<file path="config.mk">
export PLATFORM = sky130hd
export DESIGN_NAME = bcd_counter_n
export DESIGN_NICKNAME = d
export VERILOG_FILES = /design/src/rtl/bcd_counter_n.sv
export SDC_FILE = /design/constraint.sdc
export NUM_CORES = 1
export LEC_CHECK = 0
export ABC_AREA = 1
export CORE_ASPECT_RATIO = 0.75
export CORE_MARGIN = 2
export CORE_UTILIZATION = 35
export CTS_BUF_LIST = sky130_fd_sc_hd__clkbuf_8
export CTS_CLUSTER_DIAMETER = 100
export DETAILED_ROUTE_END_ITERATION = 10
export PLACE_DENSITY = 0.59
export SLEW_MARGIN = 20
export SYNTH_ARGS = -nofsm -noshare
export SYNTH_HDL_FRONTEND = slang
export SYNTH_SLANG_ARGS = --single-unit
</file>
<file path="constraint.sdc">
create_clock -name clk -period 3.03 [get_ports clk]
set_input_delay 0.606 -clock clk [delete_from_list [all_inputs] [get_ports clk]]
set_output_delay 0.606 -clock clk [all_outputs]
set_load 0.02 [all_outputs]
</file>
<file path="src/rtl/bcd_counter_n.sv">
// Multi-digit packed-BCD up/down counter with parallel load, wrap/saturate
// boundary handling, a registered terminal-count pulse and a sticky bad-load flag.
module bcd_counter_n #(
    parameter int DIGITS = 2,
    parameter bit WRAP   = 1'b1
) (
    input  logic                  clk,
    input  logic                  rst_syn,
    input  logic                  en,
    input  logic                  up_dn,
    input  logic                  load,
    input  logic [4*DIGITS-1:0]   Din,
    output logic [4*DIGITS-1:0]   Q,
    output logic                  tc,
    output logic                  err
);

    localparam int W = 4 * DIGITS;

    logic [W-1:0] q_q, q_d;
    logic         tc_q, tc_d;
    logic         err_q, err_d;

    logic [W-1:0] inc_val, dec_val;
    logic         at_max, at_min, din_valid;

    always_comb begin : digit_scan
        at_max    = 1'b1;
        at_min    = 1'b1;
        din_valid = 1'b1;
        for (int i = 0; i < DIGITS; i++) begin
            if (q_q[4*i +: 4] != 4'd9) at_max = 1'b0;
            if (q_q[4*i +: 4] != 4'd0) at_min = 1'b0;
            if (Din[4*i +: 4] > 4'd9)  din_valid = 1'b0;
        end
    end

    // Carry/borrow ripple digit by digit; each digit stays a 4-bit 0..9 value.
    always_comb begin : ripple
        logic carry;
        logic borrow;
        carry   = 1'b1;
        borrow  = 1'b1;
        inc_val = q_q;
        dec_val = q_q;
        for (int i = 0; i < DIGITS; i++) begin
            if (carry) begin
                if (q_q[4*i +: 4] == 4'd9) begin
                    inc_val[4*i +: 4] = 4'd0;
                end else begin
                    inc_val[4*i +: 4] = q_q[4*i +: 4] + 4'd1;
                    carry = 1'b0;
                end
            end
            if (borrow) begin
                if (q_q[4*i +: 4] == 4'd0) begin
                    dec_val[4*i +: 4] = 4'd9;
                end else begin
                    dec_val[4*i +: 4] = q_q[4*i +: 4] - 4'd1;
                    borrow = 1'b0;
                end
            end
        end
    end

    // The ripple already wraps MAX->MIN and MIN->MAX, so saturation just holds.
    always_comb begin : next_state
        q_d   = q_q;
        tc_d  = 1'b0;
        err_d = err_q;
        if (load) begin
            if (din_valid) q_d = Din;
            else           err_d = 1'b1;
        end else if (en) begin
            if (up_dn) begin
                if (at_max) begin
                    tc_d = 1'b1;
                    q_d  = WRAP ? inc_val : q_q;
                end else begin
                    q_d  = inc_val;
                end
            end else begin
                if (at_min) begin
                    tc_d = 1'b1;
                    q_d  = WRAP ? dec_val : q_q;
                end else begin
                    q_d  = dec_val;
                end
            end
        end
    end

    always_ff @(posedge clk or negedge rst_syn) begin
        if (!rst_syn) begin
            q_q   <= '0;
            tc_q  <= 1'b0;
            err_q <= 1'b0;
        end else begin
            q_q   <= q_d;
            tc_q  <= tc_d;
            err_q <= err_d;
        end
    end

    assign Q   = q_q;
    assign tc  = tc_q;
    assign err = err_q;

endmodule

</file>
==> flow_metrics.env, run 1 <==
export IMPL_final_fill_count=242
export IMPL_wl_per_cell_um=11.4
export IMPL_synthTopCellsByArea="dfrtp_1 (30%), nand2_1 (19%), nand3_1 (12%)"
export IMPL_cp_end_kind="output port"
export IMPL_cp_cell_sequence="clkdlybuf4s50_1"
export IMPL_rsz0062_at_grt="false"
export IMPL_clkTransAtPathRegs_ns=0.05
export IMPL_p_per_area_nw_per_um2=600
export IMPL_yosys_area_top_type_share_pct=29.6
export IMPL_drcViolationCount=0
export IMPL_die_y_um=46.5
export IMPL_crit_path_top_delay_cell="clkdlybuf4s50_1"
export IMPL_syn_nets=143
export IMPL_drtIter0Drc=42
export IMPL_hp_class="register to register"
export IMPL_cts_buffers=3
export IMPL_place_inst=183
export IMPL_viasPerCell=4.74
export IMPL_io_pins=23
export IMPL_die_area_um2=2830
export IMPL_status="completed"
export IMPL_synth_seq_area_share_pct=29.6
export IMPL_fin_skew_ns=0.00416
export IMPL_crit_type="register to output port"
export IMPL_avgSynthCellArea_um2=6.50
export IMPL_die_x_um=60.7
export IMPL_area_growth_pct=35.3
export IMPL_clockRootBuffer="clkbuf_8"
export IMPL_path_buf_inv=1
export IMPL_critical_path_max_stage_delay_ns=0.67
export IMPL_p_total_uw=685
export IMPL_cp_start_kind="register"
export IMPL_final_core_util_pct=49.9
export IMPL_gp_congestion=0.824
export IMPL_arrival_ns=1.41
export IMPL_relSlewSlack_pct=68.6
export IMPL_synth_warning_count=0
export IMPL_postCtsResizedCells=0
export IMPL_cp_max_fo=8
export IMPL_synthCells=130
export IMPL_synthDistinctLibCells=20
export IMPL_dp_hpwl_mm=1.73
export IMPL_core_um2=2290
export IMPL_vdd_ir_drop_worst_v=0.000380
export IMPL_cts_hold_buf=0
export IMPL_slew_violations=0
export IMPL_p_leak_uw=0.000542
export IMPL_wl_mm=2.13
export IMPL_start_util_pct=36.9
export IMPL_port_buffers=22
export IMPL_max_slew_worst_pin_slew_ns=0.470
export IMPL_layout_drive_gt1_share_pct=16.3
export IMPL_grt_max_degree=12
export IMPL_cts_tree="built"
export IMPL_row_count=15
export IMPL_min_period_ns=2.02
export IMPL_htreeDepth=1
export IMPL_gr_total_overflow=0
export IMPL_cts_buffer_depth=2
export IMPL_final_cells=187
export IMPL_final_nets=167
export IMPL_grt_first_pass_wirelength_mm=3.56
export IMPL_synth_seq_cells=10
export IMPL_fin_setup_tns_ns=0
export IMPL_hold_slack_ns=0.474
export IMPL_max_freq_mhz=495
export IMPL_antenna_left=0
export IMPL_final_setup_viol_count=0
export IMPL_yosys_area_top_type="dfrtp_1"
export IMPL_antenna_found_initial=0
export IMPL_rrSetupSlack_ns=1.70
export IMPL_post_cts_buffers=0
export IMPL_antenna_cells=0
export IMPL_firstDrtPassIters=4
export IMPL_clk_latency_ns=0.24
export IMPL_final_hold_viol_count=0
export IMPL_vias=887
export IMPL_cts_num_sinks=10
export IMPL_grt_pass1_vias=784
export IMPL_syn_area_um2=845
export IMPL_cp_data_required_time_ns=2.42
export IMPL_min_period_over_period_pct=66.7
export IMPL_maxCapViolCount=0
export IMPL_grt_usage_pct=17.3
export IMPL_crit_family="buffers and inverters"
[final timing paths]
path                       depth (start not counted)  endpoint    start
max                                                1      Q[2]     Q[2]
min                                                1       err      err
max reg2reg                                        8      Q[7]     Q[6]
min reg2reg                                        1       err      err
max in group asynchronous                          1        tc  rst_syn
min in group asynchronous                          1      Q[2]  rst_syn
[logic make-up after synthesis]
| logic type | count (synthesis) | share of synthesized area [%] |
|---|---|---|
| AOI/OAI and AO/OA | 14 | 9.93 |
| DFF | 10 | 29.6 |
| and+or+nand+nor | 90 | 52.3 |
| buffers and inverters | 16 | 8.15 |
[layout by cell type, fill, tap and decap left out]
master	synthesis	routed
nand2_1	43	43
clkdlybuf4s50_1	0	22
nand3_1	20	20
inv_1	11	11
dfrtp_1	10	10
nor2_1	8	8
o21ai_0	7	7
nand2_2	5	5
or2_2	4	4
clkbuf_8	0	4
nand4_1	3	3
a21oi_1	3	3
o21ai_2	3	3
inv_2	2	2
nor2_2	2	2
nand3_2	2	2
nor2_4	1	1
nand3b_4	1	1
nand2_4	1	1
o211ai_1	1	1
[Yosys cell counts]
| library cell | n |
|---|---|
| nor2_4 | 1 |
| nand3b_4 | 1 |
| o21ai_0 | 7 |
| nand4_1 | 3 |
| buf_4 | 2 |
| o21ai_2 | 3 |
| a21oi_1 | 3 |
| nand2_4 | 1 |
| or2_2 | 4 |
| o211ai_1 | 1 |
| inv_1 | 11 |
| buf_2 | 1 |
| nor2_1 | 8 |
| nand3_2 | 2 |
| nand3_1 | 20 |
| nand2_2 | 5 |
| nor2_2 | 2 |
| inv_2 | 2 |
| nand2_1 | 43 |
| dfrtp_1 | 10 |
[sequential cells by signal, summed over array words and instances (netlist names)]
| signal | cells |
|---|---|
| tc | 1 |
| Q | 8 |
| err | 1 |
[cell type report]
class	count	area [um^2]	share of cell area (%)
Clock buffer	4	55.1	4.82
Inverter	13	48.8	4.27
Multi-Input combinational cell	104	526	46.0
Sequential cell	10	250	21.9
Tap cell	34	42.5	3.72
Timing Repair Buffer	22	220	19.3
[per-stage QoR]
stage	setup slack, ns	area, um^2
3_3_place_gp	0.978	1090
2_1_floorplan	1.59	845
5_1_grt	0.968	1140
3_5_place_dp	0.841	1090
6_report	1.01	1140
4_1_cts	0.998	1140
[where the power goes]
| group | leakage [uW] | total (uW) | switching (uW) | internal, uW |
|---|---|---|---|---|
| clock network | 0.0000288 | 170 | 55.2 | 114 |
| registers | 0.000121 | 203 | 44.0 | 159 |
| logic | 0.000392 | 313 | 183 | 130 |
| total | 0.000542 | 685 | 282 | 403 |
[per-layer routing]
layer	GRT usage, %	routed length [um]	up-vias
li1	-	-	469
met1	26.2	1070	393
met2	24.1	922	22
met3	3.65	114	3
met4	5.65	19	0
met5	0	0	-
Power figures use the tool's default switching activity.
==> run 2: changes to the inputs <==
- clock period: 3.03 -> 2.1 ns (I/O delays scaled with it)
==> run 2 against run 1 <==
Combinational power increased by 46%. Register-to-register slack got worse by 0.95 ns. Clock-buffer cell count unchanged. Via count increased by 2.0%. Clock skew decreased by 0.0016 ns. Setup slack got worse by 0.73 ns. Power increased by 46%. Cell area increased by 0.66%. Die area unchanged. Critical path type unchanged. Largest cell class unchanged. Largest power group unchanged.
==> flow_metrics.env, run 2 (synthesis results as in run 1) <==
export IMPL_crit_path_top_delay_cell="clkdlybuf4s50_1"
export IMPL_setup_ws_ns=0.284
export IMPL_clkTransAtPathRegs_ns=0.05
export IMPL_gp_congestion=0.856
export IMPL_grt_first_pass_wirelength_mm=3.33
export IMPL_cts_hold_buf=0
export IMPL_power_share_sequential_pct=29.5
export IMPL_vias=905
export IMPL_relSlewSlack_pct=66.9
export IMPL_dp_hpwl_mm=1.70
export IMPL_cp_start_kind="register"
export IMPL_core_um2=2290
export IMPL_crit_family="buffers and inverters"
export IMPL_die_y_um=46.5
export IMPL_drtIter0Drc=40
export IMPL_cp_end_kind="output port"
export IMPL_grt_usage_pct=16.3
export IMPL_swShare_pct=41.5
export IMPL_final_nets=168
export IMPL_min_period_over_period_pct=86.5
export IMPL_final_setup_viol_count=0
export IMPL_p_switching_uw=414
export IMPL_critical_path_max_stage_delay_ns=0.66
export IMPL_viasPerCell=4.81
export IMPL_clkPwrFrac_pct=24.6
export IMPL_vdd_ir_drop_worst_v=0.000419
export IMPL_largest_reg_flops=8
export IMPL_post_cts_buffers=0
export IMPL_wl_per_cell_um=11.3
export IMPL_maxCapViolCount=0
export IMPL_clk_latency_ns=0.23
export IMPL_die_area_um2=2830
export IMPL_p_leak_uw=0.000547
export IMPL_cts_buffers=3
export IMPL_power_internal_uw=583
export IMPL_fin_setup_tns_ns=0
export IMPL_layout_drive_gt1_share_pct=16.9
export IMPL_grt_max_degree=12
export IMPL_cp_cell_sequence="clkdlybuf4s50_1"
export IMPL_row_count=15
export IMPL_max_freq_mhz=551
export IMPL_hold_slack_ns=0.475
export IMPL_wl_mm=2.12
export IMPL_final_hold_viol_count=0
export IMPL_fin_skew_ns=0.00251
export IMPL_area_growth_pct=36.1
export IMPL_hp_class="register to register"
export IMPL_die_x_um=60.7
export IMPL_cts_tree="built"
export IMPL_final_area_um2=1150
export IMPL_antenna_left=0
export IMPL_p_per_area_nw_per_um2=867
export IMPL_antenna_found_initial=0
export IMPL_max_slew_worst_pin_slew_ns=0.496
export IMPL_htreeDepth=1
export IMPL_dpl_cell_area_um2=1090
export IMPL_firstDrtPassIters=4
export IMPL_final_fill_count=245
export IMPL_start_util_pct=36.9
export IMPL_clockRootBuffer="clkbuf_8"
export IMPL_cts_num_sinks=10
export IMPL_regArea_um2=250
export IMPL_grt_pass1_vias=708
export IMPL_min_period_ns=1.82
export IMPL_antenna_cells=0
export IMPL_detailedPlace_worstSlack_ns=0.297
export IMPL_cp_max_fo=8
export IMPL_rsz0062_at_grt="false"
export IMPL_final_cell_mix="nand2_1 (43), clkdlybuf4s50_1 (22), nand3_1 (20)"
export IMPL_postCtsResizedCells=0
export IMPL_layout_commonest_cell="nand2_1"
export IMPL_gr_total_overflow=0
export IMPL_io_pins=23
export IMPL_multi_input_area_um2=526
export IMPL_port_buffers=22
export IMPL_drcViolationCount=0
export IMPL_combPwrFrac_pct=45.8
export IMPL_cp_data_required_time_ns=1.68
export IMPL_status="completed"
export IMPL_path_buf_inv=1
export IMPL_cts_buffer_depth=2
export IMPL_arrival_ns=1.40
export IMPL_crit_type="register to output port"
export IMPL_slew_violations=0
## run 2: changes by cell type in the layout (fill, tap and decap cells not counted), sizes merged
cell  before  now
buf        0    1
## run 2: path summary, 6_finish.rpt
kind / endpoint / cells after the start / startpoint / slack (ns)
max: Q[2] / 1 / Q[2] / 0.28
min: err / 1 / err / 0.48
max reg2reg: Q[7] / 8 / Q[6] / 0.75
min reg2reg: err / 1 / err / 0.48
max in group asynchronous: Q[6] / 1 / rst_syn / 1.25
min in group asynchronous: Q[3] / 1 / rst_syn / 0.52
## run 2: stage by stage
stage,power (uW),cells,utilization (%)
4_1_cts,998,188,50.2
5_1_grt,1070,188,50.2
2_1_floorplan,585,130,-
6_report,997,188,50.2
3_3_place_gp,749,184,47.8
3_5_place_dp,749,184,47.8
## run 2: power by group through the flow
stage	Sequential [uW]	Combinational (uW)	Clock, uW
final	294	457	246
after global routing	304	505	264
after CTS	293	455	250
after detailed placement	296	453	0
after global placement	293	456	0
after floorplan	329	256	0
## run 2: worst register-to-register path, cell delays in order, from the launching register on
cell and delay, ns:
dfrtp_1 0.41, inv_1 0.22, nand2_1 0.11, nor2_1 0.17, nor2_1 0.06, nand3_1 0.07
nand3_1 0.10, nand3_2 0.08, nand2_1 0.05
## run 2: layout make-up
class,count,area share (%)
Multi-Input combinational cell,104,45.7
Sequential cell,10,21.8
Timing Repair Buffer,23,19.8
Clock buffer,4,4.79
Inverter,13,4.24
Tap cell,34,3.70
## run 2: metal layers
metal / wire, um / track usage, % / share of wire, %
met5: 0 / 0 / 0
met1: 1170 / 27.6 / 55
met3: 96 / 2.53 / 4.5
met2: 848 / 20.4 / 40
met4: 0 / 3.91 / 0
==> run 3: changes to the inputs <==
--- a/constraint.sdc
+++ b/constraint.sdc
@@ -3,2 +3,2 @@
 set_output_delay 0.42 -clock clk [all_outputs]
-set_load 0.02 [all_outputs]
+set_load 0.1 [all_outputs]
==> run 3 against run 2 <==
Global-route usage grew 0.20 points. Via count shrank 0.55%. Die area is the same. Critical path type is now primary input to register.
==> flow_metrics.env, run 3 (synthesis results as in run 1) <==
export IMPL_cts_tree="built"
export IMPL_dpl_cell_area_um2=1090
export IMPL_cp_data_required_time_ns=2.22
export IMPL_final_hold_viol_count=0
export IMPL_gr_total_overflow=0
export IMPL_grt_max_degree=12
export IMPL_cts_hold_buf=0
export IMPL_max_freq_mhz=620
export IMPL_wl_per_cell_um=11.5
export IMPL_maxCapViolCount=0
export IMPL_final_cells=188
export IMPL_drtIter0Drc=48
export IMPL_hp_class="register to register"
export IMPL_postCtsResizedCells=0
export IMPL_cp_start_kind="primary input"
export IMPL_cp_max_fo=6
export IMPL_dp_hpwl_mm=1.69
export IMPL_core_um2=2290
export IMPL_htreeDepth=1
export IMPL_grt_pass1_vias=755
export IMPL_clockRootBuffer="clkbuf_8"
export IMPL_io_pins=23
export IMPL_final_core_util_pct=50.2
export IMPL_critical_path_max_stage_delay_ns=0.43
export IMPL_fin_setup_tns_ns=0
export IMPL_rsz0062_at_grt="false"
export IMPL_cp_cell_sequence="clkdlybuf4s50_1 -> o21ai_0 -> nand3_1 -> nand2_2 -> inv_1 -> nand2_1 -> nand2_1"
export IMPL_p_leak_uw=0.000567
export IMPL_gp_congestion=0.866
export IMPL_antenna_left=0
export IMPL_area_growth_pct=36.1
export IMPL_grt_usage_pct=16.5
export IMPL_post_cts_buffers=0
export IMPL_arrival_ns=1.73
export IMPL_final_cell_mix="nand2_1 (43), nand3_1 (20), clkdlybuf4s50_1 (12)"
export IMPL_layout_drive_gt1_share_pct=23.4
export IMPL_min_period_ns=1.61
export IMPL_antenna_cells=0
export IMPL_die_area_um2=2830
export IMPL_p_per_area_nw_per_um2=1070
export IMPL_relSlewSlack_pct=68.5
export IMPL_hold_start="err"
export IMPL_detailedPlace_worstSlack_ns=0.258
export IMPL_die_x_um=60.7
export IMPL_largest_reg_flops=8
export IMPL_place_inst=184
export IMPL_max_slew_worst_pin_slew_ns=0.471
export IMPL_start_util_pct=36.9
export IMPL_reg2reg_from="Q[1]"
export IMPL_grt_first_pass_wirelength_mm=3.47
export IMPL_drcViolationCount=0
export IMPL_vdd_ir_drop_worst_v=0.000516
export IMPL_firstDrtPassIters=4
export IMPL_clk_latency_ns=0.23
export IMPL_port_buffers=22
export IMPL_antenna_found_initial=0
export IMPL_layout_commonest_cell="nand2_1"
export IMPL_viasPerCell=4.79
export IMPL_vias=900
export IMPL_status="completed"
export IMPL_fin_skew_ns=0.00219
export IMPL_final_area_um2=1150
export IMPL_crit_start="Din[2]"
export IMPL_cts_buffer_depth=2
export IMPL_final_nets=168
export IMPL_slew_violations=0
export IMPL_clkTransAtPathRegs_ns=0.05
export IMPL_crit_path_top_delay_cell="clkdlybuf4s50_1"
export IMPL_cts_buffers=3
export IMPL_setup_ws_ns=0.487
export IMPL_min_period_over_period_pct=76.8
export IMPL_cp_common_cell="nand2_1"
export IMPL_cts_num_sinks=10
export IMPL_die_y_um=46.5
export IMPL_crit_type="primary input to register"
export IMPL_wl_mm=2.16
export IMPL_row_count=15
export IMPL_cp_end_kind="register"
export IMPL_final_setup_viol_count=0
run 3: cell types whose count changed in the layout (fill, tap and decap cells not counted):
cell,change
buf_12,+2
clkdlybuf4s50_1,-10
buf_4,+8
run 3: worst max-delay path, delay by kind of cell:
kind / cells / cell delay [ns]
buf+inv: 2 / 0.51
simple gates: 4 / 0.54
compound gates: 1 / 0.26
run 3: where the power goes:
group	internal, uW	leakage, uW	switching [uW]
clock	165	0.0000288	80.3
sequential	229	0.000121	69.4
combinational	194	0.000417	496
total	589	0.000567	645
run 3: final timing paths:
kind                             end  slack, ns  cells past startpoint
max in group asynchronous       Q[5]       1.27                      1
worst max register to register  Q[2]       0.75                      6
min in group asynchronous       Q[1]       0.51                      1
worst min-delay path             err       0.48                      1
worst max-delay path            Q[2]       0.49                      7
worst min register to register   err       0.48                      1
run 3: final cells by class:
class	count	area, um^2
sequential	10	250
fill	249	1140
inverter	13	48.8
multi-input combinational	104	526
tap	34	42.5
clock buffer	4	55.1
timing repair buffer	23	228
run 3: metrics by stage:
stage | power, uW | hold slack [ns]
2_1_floorplan | 811 | 0.124
3_3_place_gp | 990 | 0.464
3_5_place_dp | 990 | 0.466
4_1_cts | 1230 | 0.477
5_1_grt | 1310 | 0.480
6_report | 1230 | 0.483
run 3: layer usage:
metal  part of all wire, %  track usage, %  vias up
li1                      -               -      470
met4                  0.56            3.91        0
met1                    56            27.1      405
met2                    39            22.2       23
met3                   4.4            1.97        2
met5                     0               0        -
